$ cat config.mk
export PLATFORM = sky130hd
export DESIGN_NAME = seq_control_unit
export DESIGN_NICKNAME = d
export VERILOG_FILES = /design/src/rtl/seq_cu_pkg.sv /design/src/rtl/seq_cu_watchdog.sv /design/src/rtl/seq_control_unit.sv
export SDC_FILE = /design/constraint.sdc
export NUM_CORES = 1
export LEC_CHECK = 0
export BUFFER_PORTS_ARGS = -buffer_cell sky130_fd_sc_hd__buf_2
export CORE_MARGIN = 2
export CORE_UTILIZATION = 30
export CTS_CLUSTER_SIZE = 20
export DETAILED_ROUTE_END_ITERATION = 6
export GPL_ROUTABILITY_DRIVEN = 0
export GPL_TIMING_DRIVEN = 0
export PLACE_DENSITY = 0.64
export SYNTH_ARGS = -nofsm -noshare
export SYNTH_HDL_FRONTEND = slang
export SYNTH_SLANG_ARGS = --single-unit
$ cat constraint.sdc
create_clock -name clk -period 2.15 [get_ports clk]
set_input_delay 0.1075 -clock clk [delete_from_list [all_inputs] [get_ports clk]]
set_output_delay 0.1075 -clock clk [all_outputs]
set_load 0.1 [all_outputs]
$ cat src/rtl/seq_cu_pkg.sv
// rtl/seq_cu_pkg.sv - shared types and encodings for the multi-cycle sequencer
package seq_cu_pkg;

  localparam int OP_W = 3;

  typedef enum logic [3:0] {
    ST_IDLE,
    ST_FETCH,
    ST_DECODE,
    ST_INDIRECT,
    ST_MEM_RD,
    ST_EXEC,
    ST_INC,
    ST_MEM_WR,
    ST_BRANCH,
    ST_REG_EXEC,
    ST_DONE,
    ST_HALT
  } state_e;

  localparam logic [OP_W-1:0] OP_AND    = 3'd0;
  localparam logic [OP_W-1:0] OP_ADD    = 3'd1;
  localparam logic [OP_W-1:0] OP_LDA    = 3'd2;
  localparam logic [OP_W-1:0] OP_STA    = 3'd3;
  localparam logic [OP_W-1:0] OP_BUN    = 3'd4;
  localparam logic [OP_W-1:0] OP_BSA    = 3'd5;
  localparam logic [OP_W-1:0] OP_ISZ    = 3'd6;
  localparam logic [OP_W-1:0] OP_IO_REG = 3'd7;

  localparam logic [1:0] WSEL_AC = 2'd0;
  localparam logic [1:0] WSEL_PC = 2'd1;
  localparam logic [1:0] WSEL_DR = 2'd2;

  localparam logic [1:0] ALU_AND = 2'd0;
  localparam logic [1:0] ALU_ADD = 2'd1;
  localparam logic [1:0] ALU_LDA = 2'd2;

  localparam int REG_SPA = 4;
  localparam int REG_SNA = 3;
  localparam int REG_SZA = 2;
  localparam int REG_SZE = 1;
  localparam int REG_HLT = 0;

  // Opcode 7 never reaches dispatch; it is resolved in DECODE.
  function automatic state_e dispatch_state(input logic [OP_W-1:0] op);
    case (op)
      OP_AND, OP_ADD, OP_LDA, OP_ISZ: dispatch_state = ST_MEM_RD;
      OP_STA, OP_BSA:                 dispatch_state = ST_MEM_WR;
      OP_BUN:                         dispatch_state = ST_BRANCH;
      default:                        dispatch_state = ST_HALT;
    endcase
  endfunction

  function automatic logic is_mem_state(input state_e st);
    is_mem_state = (st == ST_FETCH) || (st == ST_INDIRECT) ||
                   (st == ST_MEM_RD) || (st == ST_MEM_WR);
  endfunction

endpackage

$ cat src/rtl/seq_cu_watchdog.sv
// rtl/seq_cu_watchdog.sv - memory acknowledge timeout counter
module seq_cu_watchdog #(
  parameter int MEM_TIMEOUT = 0,
  parameter int TO_WIDTH    = 8
) (
  input  logic clk_i,
  input  logic rst_ni,
  input  logic clear_i,
  input  logic count_en_i,
  output logic timeout_o
);

  localparam logic [TO_WIDTH-1:0] LIMIT =
      (MEM_TIMEOUT > 0) ? TO_WIDTH'(MEM_TIMEOUT - 1) : '0;
  localparam logic ENABLED = (MEM_TIMEOUT > 0);

  logic [TO_WIDTH-1:0] count_q, count_d;

  always_comb begin
    count_d = count_q;
    if (clear_i) begin
      count_d = '0;
    end else if (count_en_i) begin
      count_d = count_q + 1'b1;
    end
  end

  always_ff @(posedge clk_i or negedge rst_ni) begin
    if (!rst_ni) begin
      count_q <= '0;
    end else begin
      count_q <= count_d;
    end
  end

  // count_en_i already excludes ack cycles, so a late ack always wins.
  assign timeout_o = ENABLED && count_en_i && (count_q == LIMIT);

endmodule

$ cat src/rtl/seq_control_unit.sv
// rtl/seq_control_unit.sv - multi-cycle sequencer driving datapath and memory enables
module seq_control_unit
  import seq_cu_pkg::*;
#(
  parameter int AWIDTH      = 12,
  parameter int MEM_TIMEOUT = 0,
  parameter int TO_WIDTH    = 8,
  localparam int DWIDTH     = AWIDTH + 4
) (
  input  logic              clk,
  input  logic              reset_n,
  input  logic              i_run,
  input  logic [DWIDTH-1:0] i_ir,
  input  logic              i_mem_ack,
  input  logic              i_ac_zero,
  input  logic              i_ac_neg,
  input  logic              i_e,
  input  logic              i_dr_zero,
  output logic              o_mem_req,
  output logic              o_mem_we,
  output logic              o_addr_sel,
  output logic [1:0]        o_wdata_sel,
  output logic              o_ir_load,
  output logic              o_pc_inc,
  output logic              o_pc_load_ar,
  output logic              o_ar_load_ir,
  output logic              o_ar_load_dr,
  output logic              o_ar_inc,
  output logic              o_dr_load,
  output logic              o_dr_inc,
  output logic [1:0]        o_alu_op,
  output logic              o_alu_en,
  output logic [11:0]       o_reg_op,
  output logic              o_reg_en,
  output logic              o_busy,
  output logic              o_halted,
  output logic              o_err
);

  state_e          state_q, state_d;
  logic [OP_W-1:0] opcode_q, opcode_d;
  logic            err_q, err_d;
  logic            timeout;

  logic            ir_ind;
  logic [OP_W-1:0] ir_op;
  logic            skip;

  assign ir_ind = i_ir[DWIDTH-1];
  assign ir_op  = i_ir[DWIDTH-2:AWIDTH];
  assign skip   = (i_ir[REG_SPA] & ~i_ac_neg) | (i_ir[REG_SNA] & i_ac_neg) |
                  (i_ir[REG_SZA] & i_ac_zero) | (i_ir[REG_SZE] & ~i_e);

  seq_cu_watchdog #(
    .MEM_TIMEOUT(MEM_TIMEOUT),
    .TO_WIDTH   (TO_WIDTH)
  ) u_watchdog (
    .clk_i     (clk),
    .rst_ni    (reset_n),
    .clear_i   (state_d != state_q),
    .count_en_i(is_mem_state(state_q) && !i_mem_ack),
    .timeout_o (timeout)
  );

  always_comb begin
    state_d      = state_q;
    opcode_d     = opcode_q;
    err_d        = err_q;
    o_mem_req    = 1'b0;
    o_mem_we     = 1'b0;
    o_addr_sel   = 1'b0;
    o_wdata_sel  = WSEL_AC;
    o_ir_load    = 1'b0;
    o_pc_inc     = 1'b0;
    o_pc_load_ar = 1'b0;
    o_ar_load_ir = 1'b0;
    o_ar_load_dr = 1'b0;
    o_ar_inc     = 1'b0;
    o_dr_load    = 1'b0;
    o_dr_inc     = 1'b0;
    o_alu_op     = ALU_AND;
    o_alu_en     = 1'b0;
    o_reg_op     = '0;
    o_reg_en     = 1'b0;
    o_busy       = 1'b1;
    o_halted     = 1'b0;
    o_err        = 1'b0;

    case (state_q)
      ST_IDLE: begin
        o_busy = 1'b0;
        if (i_run) state_d = ST_FETCH;
      end
      ST_FETCH: begin
        o_mem_req = 1'b1;
        if (i_mem_ack) begin
          o_ir_load = 1'b1;
          o_pc_inc  = 1'b1;
          state_d   = ST_DECODE;
        end else if (timeout) begin
          err_d   = 1'b1;
          state_d = ST_HALT;
        end
      end
      ST_DECODE: begin
        o_ar_load_ir = 1'b1;
        opcode_d     = ir_op;
        if (ir_op == OP_IO_REG) begin
          err_d   = ir_ind;
          state_d = ir_ind ? ST_HALT : ST_REG_EXEC;
        end else if (ir_ind) begin
          state_d = ST_INDIRECT;
        end else begin
          state_d = dispatch_state(ir_op);
        end
      end
      ST_INDIRECT: begin
        o_mem_req  = 1'b1;
        o_addr_sel = 1'b1;
        if (i_mem_ack) begin
          o_ar_load_dr = 1'b1;
          state_d      = dispatch_state(opcode_q);
        end else if (timeout) begin
          err_d   = 1'b1;
          state_d = ST_HALT;
        end
      end
      ST_MEM_RD: begin
        o_mem_req  = 1'b1;
        o_addr_sel = 1'b1;
        if (i_mem_ack) begin
          o_dr_load = 1'b1;
          state_d   = (opcode_q == OP_ISZ) ? ST_INC : ST_EXEC;
        end else if (timeout) begin
          err_d   = 1'b1;
          state_d = ST_HALT;
        end
      end
      ST_EXEC: begin
        o_alu_en = 1'b1;
        case (opcode_q)
          OP_AND:  o_alu_op = ALU_AND;
          OP_ADD:  o_alu_op = ALU_ADD;
          default: o_alu_op = ALU_LDA;
        endcase
        state_d = ST_DONE;
      end
      ST_INC: begin
        o_dr_inc = 1'b1;
        state_d  = ST_MEM_WR;
      end
      ST_MEM_WR: begin
        o_mem_req  = 1'b1;
        o_mem_we   = 1'b1;
        o_addr_sel = 1'b1;
        case (opcode_q)
          OP_BSA:  o_wdata_sel = WSEL_PC;
          OP_ISZ:  o_wdata_sel = WSEL_DR;
          default: o_wdata_sel = WSEL_AC;
        endcase
        if (i_mem_ack) begin
          case (opcode_q)
            OP_BSA: begin
              o_ar_inc = 1'b1;
              state_d  = ST_BRANCH;
            end
            OP_ISZ: begin
              o_pc_inc = i_dr_zero;
              state_d  = ST_DONE;
            end
            default: state_d = ST_DONE;
          endcase
        end else if (timeout) begin
          err_d   = 1'b1;
          state_d = ST_HALT;
        end
      end
      ST_BRANCH: begin
        o_pc_load_ar = 1'b1;
        state_d      = ST_DONE;
      end
      ST_REG_EXEC: begin
        o_reg_en = 1'b1;
        o_reg_op = i_ir[11:0];
        o_pc_inc = skip;
        state_d  = i_ir[REG_HLT] ? ST_HALT : ST_DONE;
      end
      ST_DONE: begin
        state_d = i_run ? ST_FETCH : ST_IDLE;
      end
      ST_HALT: begin
        o_busy   = 1'b0;
        o_halted = 1'b1;
        o_err    = err_q;
        if (!i_run) begin
          err_d   = 1'b0;
          state_d = ST_IDLE;
        end
      end
      default: begin
        o_busy  = 1'b0;
        state_d = ST_IDLE;
      end
    endcase
  end

  always_ff @(posedge clk or negedge reset_n) begin
    if (!reset_n) begin
      state_q  <= ST_IDLE;
      opcode_q <= '0;
      err_q    <= 1'b0;
    end else begin
      state_q  <= state_d;
      opcode_q <= opcode_d;
      err_q    <= err_d;
    end
  end

endmodule

==> flow_metrics.tcl, run 1 <==
set metrics [dict create \
    status "finished clean" \
    gr-total-overflow 0 \
    synth_most_common_cell "nand2_1" \
    vias_per_cell 5.40 \
    core_area_sq_mm 0.00281 \
    synth_area_leaders "dfrtp_1 (22%), and2_1 (10%), nand2_1 (7.4%)" \
    cap_violations 0 \
    fill_cells 296 \
    grt_pass1_wl_um 4690 \
    worstPathBufferInverterCount 3 \
    clockRootBuffer "clkbuf_4" \
    yosysWarnings 0 \
    yosysTopAreaCell "dfrtp_1" \
    powerDensity_mw_per_mm2 1680 \
    path_clk_slew_ps 50 \
    pre_cts_ws_ps 223 \
    port_buffers 54 \
    async_flop_share_pct 100 \
    crit_arrival_ps 1930 \
    drt_iter0_drc 29 \
    drc_errors 0 \
    layout_min_cycle_time_ps 2040 \
    cts_tree "built" \
    die_area_sq_mm 0.00348 \
    initial_core_util_pct 32.4 \
    synth_cells 135 \
    synthesis.area_sq_um 908 \
    fin_cells 224 \
    hold_viol 0 \
    syn_area_per_cell_sq_um 6.73 \
    finalCritPeriodShare_pct 95.0 \
    synth_cell_types 40 \
    antenna_found_initial 0 \
    vias 1210 \
    layout.nets 219 \
    dp_hpwl_um 2390 \
    ant_nets 0 \
    cp_top_family "buffers and inverters" \
    netlist.area_leader.share_pct 22.0 \
    h-tree-depth 1 \
    vdd_drop_max_mv 0.732 \
    row_count 19 \
    start_kind "register" \
    place_inst 220 \
    final_max_slew_viol_count 0 \
    setup_viol 0 \
    clock_path_buffers 2 \
    synth_nets 159 \
    cp.required_ps 2040 \
    layout_setup_ws_ps 108 \
    n_antenna_cell 0 \
    finClkSkew_ps 0.462 \
    clk_latency_ps 250 \
    grt_pass1_vias 1114 \
    tightest_slew_ps 491 \
    cts_sinks 8 \
    synth_edf_count 0 \
    ys.flop_type "dfrtp_1" \
    hp-class "input port to register" \
    io_pins 56 \
    ys_ff_latch 8 \
    crit_chain "inv_2, nand2_1, nor2_1, buf_2, and2_2, buf_4" \
    power.total_mw 2.28 \
    worstPathMaxFanout 10 \
    worst_setup_path_end_kind "output port" \
    rsz0062_at_grt "no" \
    wl_um 3030 \
    p_leak_nw 0.677 \
    avgRoutedWirePerCell_um 13.5 \
    slew_headroom_pct 67.5 \
    ys_seq_area_share_pct 22.0 \
    synth_common_cells "nand2_1 (18), and2_1 (15), nor2_1 (14), nor3_1 (11), o21ai_0 (10)" \
    critPathKind "register to output port" \
    grt_max_degree 11 \
    max_stage_delay_ps 420 \
    fp.dieH_um 59.0 \
    firstDrtPassIters 4 \
    area_delta_synth_final_pct 48.9 \
    drive_gt1_share_pct 50.8 \
    track_usage_pct 17.2 \
    dieWidth_um 59.0 \
    fmax_mhz 490 \
    cts_buffers 3 \
    slowest_stage "dfrtp_1" \
]
[state kept, by name, summed over array words and instances, names as in the netlist]
name / count
opcode_q: 3
state_q: 4
err_q: 1
[logic make-up after synthesis]
group	share of synthesized area, %
XOR/XNOR	1.93
buffers and inverters	6.61
multiplexers	2.48
flip-flops	22.0
AO/OA/AOI/OAI	25.5
AND/OR/NAND/NOR	41.5
[power breakdown]
part / internal (mW) / switching [mW]
sequential: 0.223 / 0.0902
clock: 0.0638 / 0.0500
combinational: 0.426 / 1.43
[metrics by stage]
step                hold WS, ps  instance area (sq um)  utilization, %  TNS [ps]
floorplan                  -188                    982               -      -982
global placement          -33.5                   1290            46.0         0
detailed placement        -29.9                   1290            46.0         0
CTS                         120                   1350            48.0         0
global route                129                   1350            48.2         0
finish                      121                   1350            48.2         0
[layer usage]
metal | share of wire [%] | vias up | wire (um) | GRT usage (%)
met5 | 0 | - | 0 | 0
met4 | 0 | 0 | 0 | 4.22
met3 | 9.4 | 0 | 284 | 2.62
met2 | 51 | 68 | 1550 | 33.0
met1 | 40 | 542 | 1200 | 19.7
li1 | - | 600 | - | -
[cells in the final DEF, fill, tap and decap left out, types with 2 or more instances in the layout]
master	synthesis	layout
buf_2	5	50
o22ai_1	3	3
dfrtp_1	8	8
nor2_1	14	12
and2_1	15	4
nand4_1	2	2
mux2_2	2	2
clkbuf_4	0	3
inv_1	3	3
nand2_1	18	18
inv_2	2	2
nor3_2	0	4
o21ai_0	10	10
a21oi_2	0	3
o21ai_1	2	2
nor3_1	11	6
a31oi_1	4	4
nor2_4	0	2
nor2_2	2	2
a21oi_1	8	5
buf_4	1	9
and2_2	0	10
[tightest hold or removal path: stages]
cell and delay [ps]:
buf_2 120, nand2_1 60, nand2_1 50
[final cells by class]
class                      instances  area (sq um)  share of cell area [%]
buffer                             7          36.3                    2.68
clock buffer                       3          22.5                    1.67
inverter                           6          23.8                    1.76
multi-input combinational        114           724                    53.6
sequential                         8           200                    14.8
tap                               31          38.8                    2.87
timing repair buffer              55           307                    22.7
[path summary, 6_finish.rpt]
check / from / endpoint / slack (ps) / cells after the start
setup / recovery: state_q[1] / o_reg_op[6] / 110 / 6
hold / removal: i_ir[12] / opcode_q[0] / 120 / 3
setup reg to reg: state_q[3] / err_q / 550 / 7
hold reg to reg: err_q / err_q / 490 / 2
max in group asynchronous: reset_n / opcode_q[2] / 1740 / 2
min in group asynchronous: reset_n / err_q / 240 / 2
[repair_timing]
item / in CTS / in global routing
setup endpoints to repair: 9 / 8
gates cloned: 0 / 0
hold buffers: 1 / 0
endpoints found under the hold margin: 8 / 0
setup buffers: 0 / 0
gates resized for setup: 9 / 2
(Power assumes the default switching activity.)
==> run 2, diff against run 1 <==
--- a/config.mk
+++ b/config.mk
@@ -11,7 +11,6 @@
 export CTS_CLUSTER_SIZE = 20
 export DETAILED_ROUTE_END_ITERATION = 6
 export GPL_ROUTABILITY_DRIVEN = 0
-export GPL_TIMING_DRIVEN = 0
 export PLACE_DENSITY = 0.64
 export SYNTH_ARGS = -nofsm -noshare
 export SYNTH_HDL_FRONTEND = slang
==> flow_metrics.tcl, run 2 (same netlist as run 1, synthesis figures left out) <==
set metrics [dict create \
    clk_latency_ps 250 \
    drt_iter0_drc 57 \
    setup_viol 0 \
    cts_sinks 8 \
    die_area_sq_mm 0.00348 \
    finalCritPeriodShare_pct 95.3 \
    cts_tree "built" \
    vias 1196 \
    r2r_start "state_q[3]" \
    comb_power_share_pct 78.5 \
    dieWidth_um 59.0 \
    area_delta_synth_final_pct 65.7 \
    drive_gt1_share_pct 50.8 \
    place_inst 216 \
    place_area_sq_mm 0.00147 \
    switchingPower_mw 1.57 \
    max_flop_register "state_q" \
    finClkSkew_ps 2.48 \
    fin_hold_ws_ps 122 \
    fill_cells 278 \
    track_usage_pct 17.4 \
    largest_reg_flops 4 \
    cp-startpoint "state_q[3]" \
    start_kind "register" \
    fp.dieH_um 59.0 \
    post_cts_buffers 0 \
    top_regs "state_q x4, opcode_q x3, err_q x1" \
    crit_arrival_ps 1940 \
    fmax_mhz 488 \
    grt_pass1_wl_um 4750 \
    drc_errors 0 \
    final_max_slew_viol_count 0 \
    seqPwrFrac_pct 16.6 \
    core_area_sq_mm 0.00281 \
    intPower_uw 770 \
    layout.nets 215 \
    rsz0062_at_grt "no" \
    powerDensity_mw_per_mm2 1550 \
    n_antenna_cell 0 \
    vdd_drop_max_mv 0.746 \
    power.total_mw 2.34 \
    row_count 19 \
    dp_hpwl_um 2490 \
    cap_violations 0 \
    p_leak_nw 0.693 \
    worstPathMaxFanout 13 \
    multi_input_area_sq_um 722 \
    port_buffers 55 \
    hold_viol 0 \
    avgRoutedWirePerCell_um 13.6 \
    critPathKind "register to output port" \
    io_pins 56 \
    layout_setup_ws_ps 100 \
    firstDrtPassIters 4 \
    clockRootBuffer "clkbuf_4" \
    gr-total-overflow 0 \
    postLayoutCellArea_sq_mm 0.00151 \
    wl_um 3000 \
    setup-tns-final_ps 0 \
    final_common_cell "buf_2" \
    h-tree-depth 1 \
    final_core_util_pct 53.7 \
    worstHoldStart "i_ir[13]" \
    fin_cells 220 \
    status "finished clean" \
    grt_pass1_vias 1067 \
    ant_nets 0 \
    switching_share_pct 67.1 \
    path_clk_slew_ps 50 \
    grt_max_degree 16 \
    initial_core_util_pct 32.4 \
    power.share.clock_pct 4.9 \
    worst_setup_path_end_kind "output port" \
    clock_path_buffers 2 \
    antenna_found_initial 0 \
    pre_cts_ws_ps 309 \
    layout_common_cells "buf_2 (42), nand2_1 (18), buf_12 (13), nor2_1 (12)" \
    hp-class "input port to register" \
    regArea_sq_um 203 \
    slew_headroom_pct 66.3 \
    layout_min_cycle_time_ps 2050 \
    cts_buffers 3 \
    tightest_slew_ps 509 \
    cp.required_ps 2040 \
    vias_per_cell 5.44 \
]
run 2: cell type report:
class	count	area share (%)
multi-input combinational	114	48.0
timing repair buffer	58	32.9
sequential	8	13.5
tap	31	2.58
inverter	6	1.58
clock buffer	3	1.50
run 2: path summary, 6_finish.rpt:
kind	to	slack, ps	cells after the start
min in group asynchronous	state_q[3]	230	2
max in group asynchronous	state_q[2]	1740	2
max	o_ar_inc	100	4
min	opcode_q[1]	120	3
min reg2reg	err_q	500	2
max reg2reg	state_q[1]	410	5
run 2: repair_timing:
action                                 CTS  global route
hold buffers                             1             0
resized for setup                        0             2
endpoints found under the hold margin    8             0
setup endpoints to repair                0            16
run 2: per-layer routing:
layer	up-vias	share of wire, %	GRT usage (%)
met3	8	12	4.15
met1	527	38	20.4
met4	0	2.1	6.82
li1	584	-	-
met5	-	0	0
met2	77	49	30.3
run 2: worst max-delay path: stages, from the launching register on:
cell	delay, ps
dfrtp_1	510
nand2b_1	380
nor3_4	210
and2_4	160
buf_2	430
run 2: power by group through the flow:
stage                     clock, mW  sequential, mW  combinational, mW
after floorplan                   0           0.292               1.54
after global placement            0           0.377               1.82
after detailed placement          0           0.387               1.83
after CTS                     0.118           0.385               1.84
after global routing          0.129           0.407               1.94
final                         0.114           0.389               1.84
